===== config.mk =====
export PLATFORM = sky130hd
export DESIGN_NAME = panel_sequencer_flat
export DESIGN_NICKNAME = d
export VERILOG_FILES = /design/src/rtl/panel_sequencer_if.sv /design/src/rtl/panel_sequencer.sv /design/src/flat_wrapper.sv
export SDC_FILE = /design/constraint.sdc
export NUM_CORES = 1
export LEC_CHECK = 0
export CAP_MARGIN = 30
export CORE_MARGIN = 3
export CORE_UTILIZATION = 40
export CTS_BUF_LIST = sky130_fd_sc_hd__clkbuf_4
export DETAILED_ROUTE_END_ITERATION = 12
export PLACE_DENSITY = 0.68
export SYNTH_ARGS = -nofsm -noshare
export SYNTH_HDL_FRONTEND = slang
export SYNTH_SLANG_ARGS = --single-unit

===== constraint.sdc =====
create_clock -name clk -period 1.9 [get_ports clk]
set_input_delay 0.19 -clock clk [delete_from_list [all_inputs] [get_ports clk]]
set_output_delay 0.19 -clock clk [all_outputs]
set_load 0.005 [all_outputs]

===== src/rtl/panel_sequencer_if.sv =====
// Memory bus between the front-panel sequencer and the memory controller.
//   mem_req   : request, held until mem_ack or timeout
//   mem_we    : 1 = write, valid with mem_req
//   mem_addr  : {field, address}, valid with mem_req
//   mem_wdata : write data, valid with mem_req
//   mem_ack   : one-cycle completion from memory
//   mem_rdata : read data, valid with mem_ack
// master = sequencer side, slave = memory side.
interface panel_sequencer_if;
  logic        mem_req;
  logic        mem_we;
  logic [14:0] mem_addr;
  logic [11:0] mem_wdata;
  logic        mem_ack;
  logic [11:0] mem_rdata;

  modport master (
    output mem_req, mem_we, mem_addr, mem_wdata,
    input  mem_ack, mem_rdata
  );

  modport slave (
    input  mem_req, mem_we, mem_addr, mem_wdata,
    output mem_ack, mem_rdata
  );
endinterface


===== src/rtl/panel_sequencer.sv =====
// Front-panel command sequencer for a 12-bit minicomputer.
// Turns debounced switch pulses into register loads, memory deposit/examine
// cycles, and one-cycle clear/run requests to the CPU.
// Ports:
//   clk, reset      : clock, asynchronous active-low reset
//   halted          : panel memory/register commands allowed only when 1
//   cleard .. contd : one-cycle command pulses from the switches
//   sr              : switch register
//   mem             : memory bus (master side)
//   pc, ifld, dfld  : panel address register and fields
//   mb              : last deposited/examined word
//   clear_req       : one-cycle pulse to CPU clear logic
//   run_req         : one-cycle pulse to start the CPU
//   busy            : 1 whenever the sequencer is not idle
//   err             : sticky, set on rejected command or memory timeout
//
// state    | meaning
// ---------+------------------------------------------------------------
// IDLE     | waiting; latches any command pulses seen this cycle
// DECODE   | pick highest-priority command, do register loads, or reject
// MEM_REQ  | first cycle of a memory request (mem_req already high)
// MEM_WAIT | waiting for mem_ack; timeout down-counter running
// INCR     | advance pc after a completed deposit/examine
// PULSE    | drive clear_req or run_req for one cycle
module panel_sequencer #(
  parameter int TIMEOUT = 16
) (
  input  logic                     clk,
  input  logic                     reset,
  input  logic                     halted,
  input  logic                     cleard,
  input  logic                     extd_addrd,
  input  logic                     addr_loadd,
  input  logic                     depd,
  input  logic                     examd,
  input  logic                     contd,
  input  logic [11:0]              sr,
  panel_sequencer_if.master        mem,
  output logic [11:0]              pc,
  output logic [2:0]               ifld,
  output logic [2:0]               dfld,
  output logic [11:0]              mb,
  output logic                     clear_req,
  output logic                     run_req,
  output logic                     busy,
  output logic                     err
);

  typedef enum logic [2:0] {
    IDLE, DECODE, MEM_REQ, MEM_WAIT, INCR, PULSE
  } state_t;

  // Bit positions in the latched command vector.
  localparam int CMD_CONT  = 0;
  localparam int CMD_EXAM  = 1;
  localparam int CMD_DEP   = 2;
  localparam int CMD_ADDR  = 3;
  localparam int CMD_EXTD  = 4;
  localparam int CMD_CLEAR = 5;

  localparam logic [7:0] TMR_LOAD = 8'(TIMEOUT);

  state_t      state_q, state_d;
  logic [5:0]  cmd_q, cmd_d;
  logic [5:0]  cmd_sel;
  logic [11:0] pc_q, pc_d;
  logic [2:0]  ifld_q, ifld_d;
  logic [2:0]  dfld_q, dfld_d;
  logic [11:0] mb_q, mb_d;
  logic        err_q, err_d;
  logic        mem_req_q, mem_req_d;
  logic        mem_we_q, mem_we_d;
  logic [14:0] mem_addr_q, mem_addr_d;
  logic [11:0] mem_wdata_q, mem_wdata_d;
  logic [7:0]  tmr_q, tmr_d;

  always_ff @(posedge clk or negedge reset) begin
    if (!reset) begin
      state_q     <= IDLE;
      cmd_q       <= '0;
      pc_q        <= '0;
      ifld_q      <= '0;
      dfld_q      <= '0;
      mb_q        <= '0;
      err_q       <= 1'b0;
      mem_req_q   <= 1'b0;
      mem_we_q    <= 1'b0;
      mem_addr_q  <= '0;
      mem_wdata_q <= '0;
      tmr_q       <= '0;
    end else begin
      state_q     <= state_d;
      cmd_q       <= cmd_d;
      pc_q        <= pc_d;
      ifld_q      <= ifld_d;
      dfld_q      <= dfld_d;
      mb_q        <= mb_d;
      err_q       <= err_d;
      mem_req_q   <= mem_req_d;
      mem_we_q    <= mem_we_d;
      mem_addr_q  <= mem_addr_d;
      mem_wdata_q <= mem_wdata_d;
      tmr_q       <= tmr_d;
    end
  end

  // Fixed priority: clear > extd_addr > addr_load > dep > exam > cont.
  always_comb begin
    cmd_sel = '0;
    if (cmd_q[CMD_CLEAR])     cmd_sel[CMD_CLEAR] = 1'b1;
    else if (cmd_q[CMD_EXTD]) cmd_sel[CMD_EXTD]  = 1'b1;
    else if (cmd_q[CMD_ADDR]) cmd_sel[CMD_ADDR]  = 1'b1;
    else if (cmd_q[CMD_DEP])  cmd_sel[CMD_DEP]   = 1'b1;
    else if (cmd_q[CMD_EXAM]) cmd_sel[CMD_EXAM]  = 1'b1;
    else if (cmd_q[CMD_CONT]) cmd_sel[CMD_CONT]  = 1'b1;
  end

  always_comb begin
    state_d     = state_q;
    cmd_d       = cmd_q;
    pc_d        = pc_q;
    ifld_d      = ifld_q;
    dfld_d      = dfld_q;
    mb_d        = mb_q;
    err_d       = err_q;
    mem_req_d   = mem_req_q;
    mem_we_d    = mem_we_q;
    mem_addr_d  = mem_addr_q;
    mem_wdata_d = mem_wdata_q;
    tmr_d       = tmr_q;

    case (state_q)
      IDLE: begin
        cmd_d = {cleard, extd_addrd, addr_loadd, depd, examd, contd};
        if (cmd_d != '0) state_d = DECODE;
      end

      DECODE: begin
        // Keep only the winning command so PULSE knows which strobe to drive.
        cmd_d   = cmd_sel;
        state_d = IDLE;
        if (cmd_sel[CMD_CLEAR]) begin
          err_d   = 1'b0;
          state_d = PULSE;
        end else if (!halted) begin
          err_d = 1'b1;
          cmd_d = '0;
        end else if (cmd_sel[CMD_EXTD]) begin
          ifld_d = sr[5:3];
          dfld_d = sr[2:0];
          cmd_d  = '0;
        end else if (cmd_sel[CMD_ADDR]) begin
          pc_d  = sr;
          cmd_d = '0;
        end else if (cmd_sel[CMD_DEP] || cmd_sel[CMD_EXAM]) begin
          mem_req_d   = 1'b1;
          mem_we_d    = cmd_sel[CMD_DEP];
          mem_addr_d  = {ifld_q, pc_q};
          mem_wdata_d = cmd_sel[CMD_DEP] ? sr : 12'd0;
          tmr_d       = TMR_LOAD;
          state_d     = MEM_REQ;
        end else if (cmd_sel[CMD_CONT]) begin
          state_d = PULSE;
        end else begin
          cmd_d = '0;
        end
      end

      MEM_REQ, MEM_WAIT: begin
        if (mem.mem_ack) begin
          mem_req_d = 1'b0;
          // A deposit records the word actually written, not a later sr value.
          mb_d      = mem_we_q ? mem_wdata_q : mem.mem_rdata;
          tmr_d     = '0;
          state_d   = INCR;
        end else if (tmr_q == 8'd1) begin
          mem_req_d = 1'b0;
          err_d     = 1'b1;
          tmr_d     = '0;
          cmd_d     = '0;
          state_d   = IDLE;
        end else begin
          tmr_d   = tmr_q - 8'd1;
          state_d = MEM_WAIT;
        end
      end

      INCR: begin
        pc_d    = pc_q + 12'd1;
        cmd_d   = '0;
        state_d = IDLE;
      end

      PULSE: begin
        cmd_d   = '0;
        state_d = IDLE;
      end

      default: begin
        cmd_d     = '0;
        mem_req_d = 1'b0;
        state_d   = IDLE;
      end
    endcase
  end

  assign mem.mem_req   = mem_req_q;
  assign mem.mem_we    = mem_we_q;
  assign mem.mem_addr  = mem_addr_q;
  assign mem.mem_wdata = mem_wdata_q;

  assign pc        = pc_q;
  assign ifld      = ifld_q;
  assign dfld      = dfld_q;
  assign mb        = mb_q;
  assign err       = err_q;
  assign busy      = (state_q != IDLE);
  assign clear_req = (state_q == PULSE) && cmd_q[CMD_CLEAR];
  assign run_req   = (state_q == PULSE) && cmd_q[CMD_CONT];

endmodule


===== src/flat_wrapper.sv =====
// flat-port wrapper written by rule: the top's interface ports become plain ports
module panel_sequencer_flat 
#(
  parameter int TIMEOUT = 16
)
  (clk, reset, halted, cleard, extd_addrd, addr_loadd, depd, examd, contd, sr, pc, ifld, dfld, mb, clear_req, run_req, busy, err, mem_mem_req, mem_mem_we, mem_mem_addr, mem_mem_wdata, mem_mem_ack, mem_mem_rdata);
  panel_sequencer_if mem_i ();
  input  logic clk;
  input  logic reset;
  input  logic halted;
  input  logic cleard;
  input  logic extd_addrd;
  input  logic addr_loadd;
  input  logic depd;
  input  logic examd;
  input  logic contd;
  input  logic [11:0] sr;
  output logic [11:0] pc;
  output logic [2:0] ifld;
  output logic [2:0] dfld;
  output logic [11:0] mb;
  output logic clear_req;
  output logic run_req;
  output logic busy;
  output logic err;
  output wire logic [$bits(mem_i.mem_req)-1:0] mem_mem_req;
  output wire logic [$bits(mem_i.mem_we)-1:0] mem_mem_we;
  output wire logic [$bits(mem_i.mem_addr)-1:0] mem_mem_addr;
  output wire logic [$bits(mem_i.mem_wdata)-1:0] mem_mem_wdata;
  input wire logic [$bits(mem_i.mem_ack)-1:0] mem_mem_ack;
  input wire logic [$bits(mem_i.mem_rdata)-1:0] mem_mem_rdata;
  assign mem_mem_req = mem_i.mem_req;
  assign mem_mem_we = mem_i.mem_we;
  assign mem_mem_addr = mem_i.mem_addr;
  assign mem_mem_wdata = mem_i.mem_wdata;
  assign mem_i.mem_ack = mem_mem_ack;
  assign mem_i.mem_rdata = mem_mem_rdata;
  panel_sequencer #(.TIMEOUT(TIMEOUT)) u_core (.clk(clk), .reset(reset), .halted(halted), .cleard(cleard), .extd_addrd(extd_addrd), .addr_loadd(addr_loadd), .depd(depd), .examd(examd), .contd(contd), .sr(sr), .mem(mem_i), .pc(pc), .ifld(ifld), .dfld(dfld), .mb(mb), .clear_req(clear_req), .run_req(run_req), .busy(busy), .err(err));
endmodule

==> impl_metrics.py <==
metrics = {
    "outcome": {
        "status": "complete, no violations",
    },
    "logic_synthesis": {
        "netlist_area_um2": 3583,
        "yosys.area.top_type": "dfrtp_1",
        "synth-main-ff-cell": "dfrtp_1",
        "synth_edf_count": 0,
        "yosys_warnings": 0,
        "synth_top_area_share_pct": 53.77,
        "async_reset_ff_share_pct": 100.0,
        "synthCells": 324,
        "seq_area_frac_synth_pct": 53.77,
        "ys_ff_latch": 77,
        "yosysUniqueCellTypes": 48,
        "synth.net_count": 361,
        "synth_commonest_cells": "dfrtp_1 (77), nand2_1 (33), o21ai_0 (26), mux2_2 (22), a21oi_1 (20)",
        "avgSynthCellArea_um2": 11.06,
        "synth.area.top_cells": "dfrtp_1 (54%), mux2_2 (6.9%), a22o_1 (3.9%)",
        "synthMostInstantiatedCell": "dfrtp_1",
    },
    "floorplanning": {
        "ioPinCount": 97,
        "die_w_um": 100.7,
        "row_count": 33,
        "core_um2": 8464,
        "dieHeight_um": 100.7,
        "die-area_um2": 10130,
        "initial_utilization_pct": 42.34,
    },
    "worst_setup_path": {
        "r2r-end": "u_core.pc[9]",
        "crit_arrival_ns": 2.18,
        "critical_path.endpoint": "u_core.pc[9]",
        "crit_family": "simple AND/OR/NAND/NOR gates",
        "critical-path-slowest-cell": "or4_1",
        "critPathBufInv": 1,
        "end_kind": "flop",
        "crit_start": "u_core.state_q[0]",
        "critical_path_class": "reg2reg",
        "slowest_delay_ns": 0.55,
        "rr_worst_depth": 5,
        "worstReg2RegStart": "u_core.state_q[0]",
        "cp.depth": 5,
        "cp-start-kind": "flop",
        "cp_max_fo": 4,
        "r2r_slack_ns": 0.02,
        "required_ns": 2.21,
        "cp_cell_sequence": "buf_4, or3b_4, or4_1, o21ai_2, a21oi_1",
    },
    "detailed_routing": {
        "wire_per_inst_um": 17.08,
        "antenna_left": 0,
        "drt-total-wl_um": 9482,
        "via_per_inst": 5.506,
        "vias": 3056,
        "drc": 0,
        "dr.pass1.iters": 4,
        "drt-initial-drc-count": 124,
    },
    "placement": {
        "place_hpwl_um": 6882,
        "post-place-ws_ns": -0.2305,
        "place_congestion": 0.8778,
        "io_buffers": 96,
    },
    "sta": {
        "setup_violations": 0,
        "fin_crit_sh_pct": 98.77,
        "worst_slew_pin_slew_ns": 0.6279,
        "slew_viol_final": 0,
        "skew_ns": 0.01832,
        "slew_headroom_pct": 57.59,
        "max_freq_mhz": 532.9,
        "period_needed_ns": 1.877,
        "fin_ws_ns": 0.02334,
        "hold_violations": 0,
        "holdWs_ns": 0.3083,
    },
    "clock_tree": {
        "clk_pin_slew_ns": 0.14,
        "cts_root_buf": "clkbuf_4",
        "clk_latency_ns": 0.42,
        "cts_tree": "yes",
        "cts_buffer_depth": 2,
        "htree_levels": 3,
        "cts.sinks": 77,
        "cts_buffers": 9,
    },
    "cells_and_area": {
        "insertedDiodeCount": 0,
        "post-route-util_pct": 59.85,
        "final_nets": 482,
        "regArea_um2": 1931,
        "multi_input_area_um2": 1548,
        "area_growth_pct": 41.38,
        "layout-drive-gt1-share_pct": 18.89,
        "fillers": 719,
    },
    "worst_hold_path": {
        "hold_path.class": "in2async",
    },
    "global_route": {
        "antenna_found_initial": 0,
        "grtUsageMet2_pct": 30.33,
        "grt_first_pass_wirelength_um": 15770,
        "first_global_vias": 3084,
        "grt.busiest_layer": "met2",
        "grt-ovfl-total": 0,
        "grtUsageTotal_pct": 19.57,
        "use_met1_pct": 27.62,
        "grtUsageMet3_pct": 3.183,
        "grt_max_degree": 45,
    },
    "flow_run": {
        "max_cap_viol_count": 0,
    },
    "pwr": {
        "p_per_area_nw_per_um2": 1596,
        "ir_drop_mv": 0.7314,
        "p_leak_nw": 2.204,
    },
}
-- area by class of cell --
type,count,share of cell area [%]
repair buffers,126,24.40
clock inverters,5,2.124
clock buffers,11,1.630
inverters,8,0.5927
multi-input cells,223,30.55
flip-flops and latches,77,38.11
well taps,105,2.593
-- cells by family (layout without fill, tap and decap cells) --
family          count (synthesis)  in the layout  share of synthesized area, %
simple gates                   88             88                         13.23
mux                            35             35                         10.54
buf+inv                        24            150                         3.596
flops                          77             77                         53.77
compound gates                 97             97                         17.81
fa+ha+maj                       3              3                         1.048
-- metal layers --
| metal | share of wire (%) | vias to the layer above | wire length, µm |
|---|---|---|---|
| met5 | 0 | - | 0 |
| met4 | 2.0 | 0 | 194 |
| met3 | 4.4 | 13 | 416 |
| met2 | 47 | 78 | 4496 |
| met1 | 46 | 1506 | 4375 |
| li1 | - | 1459 | - |
-- layout by cell type, fill, tap and decap left out, types with 2 or more instances in the layout --
cell type	synthesis	final
or3b_4	1	2
bufinv_16	0	3
clkdlybuf4s50_1	0	92
mux2i_1	13	13
a41o_1	2	2
buf_4	0	26
ha_1	3	3
clkbuf_4	0	11
dfrtp_2	0	3
dlygate4sd2_1	0	2
buf_12	0	4
nand2_1	33	33
nor2b_1	2	2
nor3b_2	2	2
or4_1	2	2
mux2_2	22	22
o22ai_1	5	5
nor2_1	12	11
o31ai_1	6	6
a22oi_1	2	2
o32ai_1	2	2
inv_1	8	7
o21ai_0	26	25
a41oi_1	2	2
nor4_1	3	3
nand2b_1	3	3
and3_1	5	5
nand4_1	3	3
nand3_1	12	12
a22o_1	16	16
a31oi_1	7	7
dfrtp_1	77	74
a21oi_1	20	20
-- power by group --
| group | switching [mW] | internal, mW |
|---|---|---|
| Combinational | 1.58 | 2.19 |
| Sequential | 0.656 | 2.37 |
| Clock | 0.584 | 0.704 |
-- state kept, by name, summed over array words and instances, names as in the netlist --
| signal | cells |
|---|---|
| u_core.mem.mem_addr | 15 |
| u_core.mb | 12 |
| u_core.mem.mem_wdata | 12 |
| u_core.pc | 12 |
| u_core.tmr_q | 8 |
| u_core.cmd_q | 6 |
| u_core.dfld | 3 |
| u_core.ifld | 3 |
| u_core.state_q | 3 |
| u_core.err | 1 |
| u_core.mem.mem_req | 1 |
| u_core.mem.mem_we | 1 |
-- per-stage QoR --
stage | total power [mW] | TNS (ns) | instances | cell area, µm²
6_report | 8.083 | 0 | 555 | 5066
5_1_grt | 8.673 | -0.08206 | 555 | 5066
4_1_cts | 8.078 | 0 | 554 | 5041
3_5_place_dp | 6.727 | -3.582 | 534 | 4812
3_3_place_gp | 6.615 | -2.668 | 534 | 4812
2_1_floorplan | 4.676 | 0 | 324 | 3583
-- timing repair --
item                                   in CTS  in global routing
setup endpoints to repair                   4                  4
buffers inserted                            3                  1
endpoints found under the hold margin      42                  0
hold buffers                                1                  0
gates resized for setup                     7                  7
-- worst min path at each step --
stage | start | to | slack, ns | cells after the start
global route | reset | u_core.mem.mem_addr[10] | 0.36 | 2
global placement | reset | u_core.tmr_q[2] | 0.23 | 1
floorplan | reset | u_core.cmd_q[0] | -0.11 | 0
detailed placement | reset | u_core.mem.mem_addr[0] | 0.24 | 1
finish | reset | u_core.mem.mem_addr[10] | 0.31 | 2
CTS | reset | u_core.mem.mem_addr[5] | 0.31 | 2
Note: power is estimated with default switching activity, not from simulation.
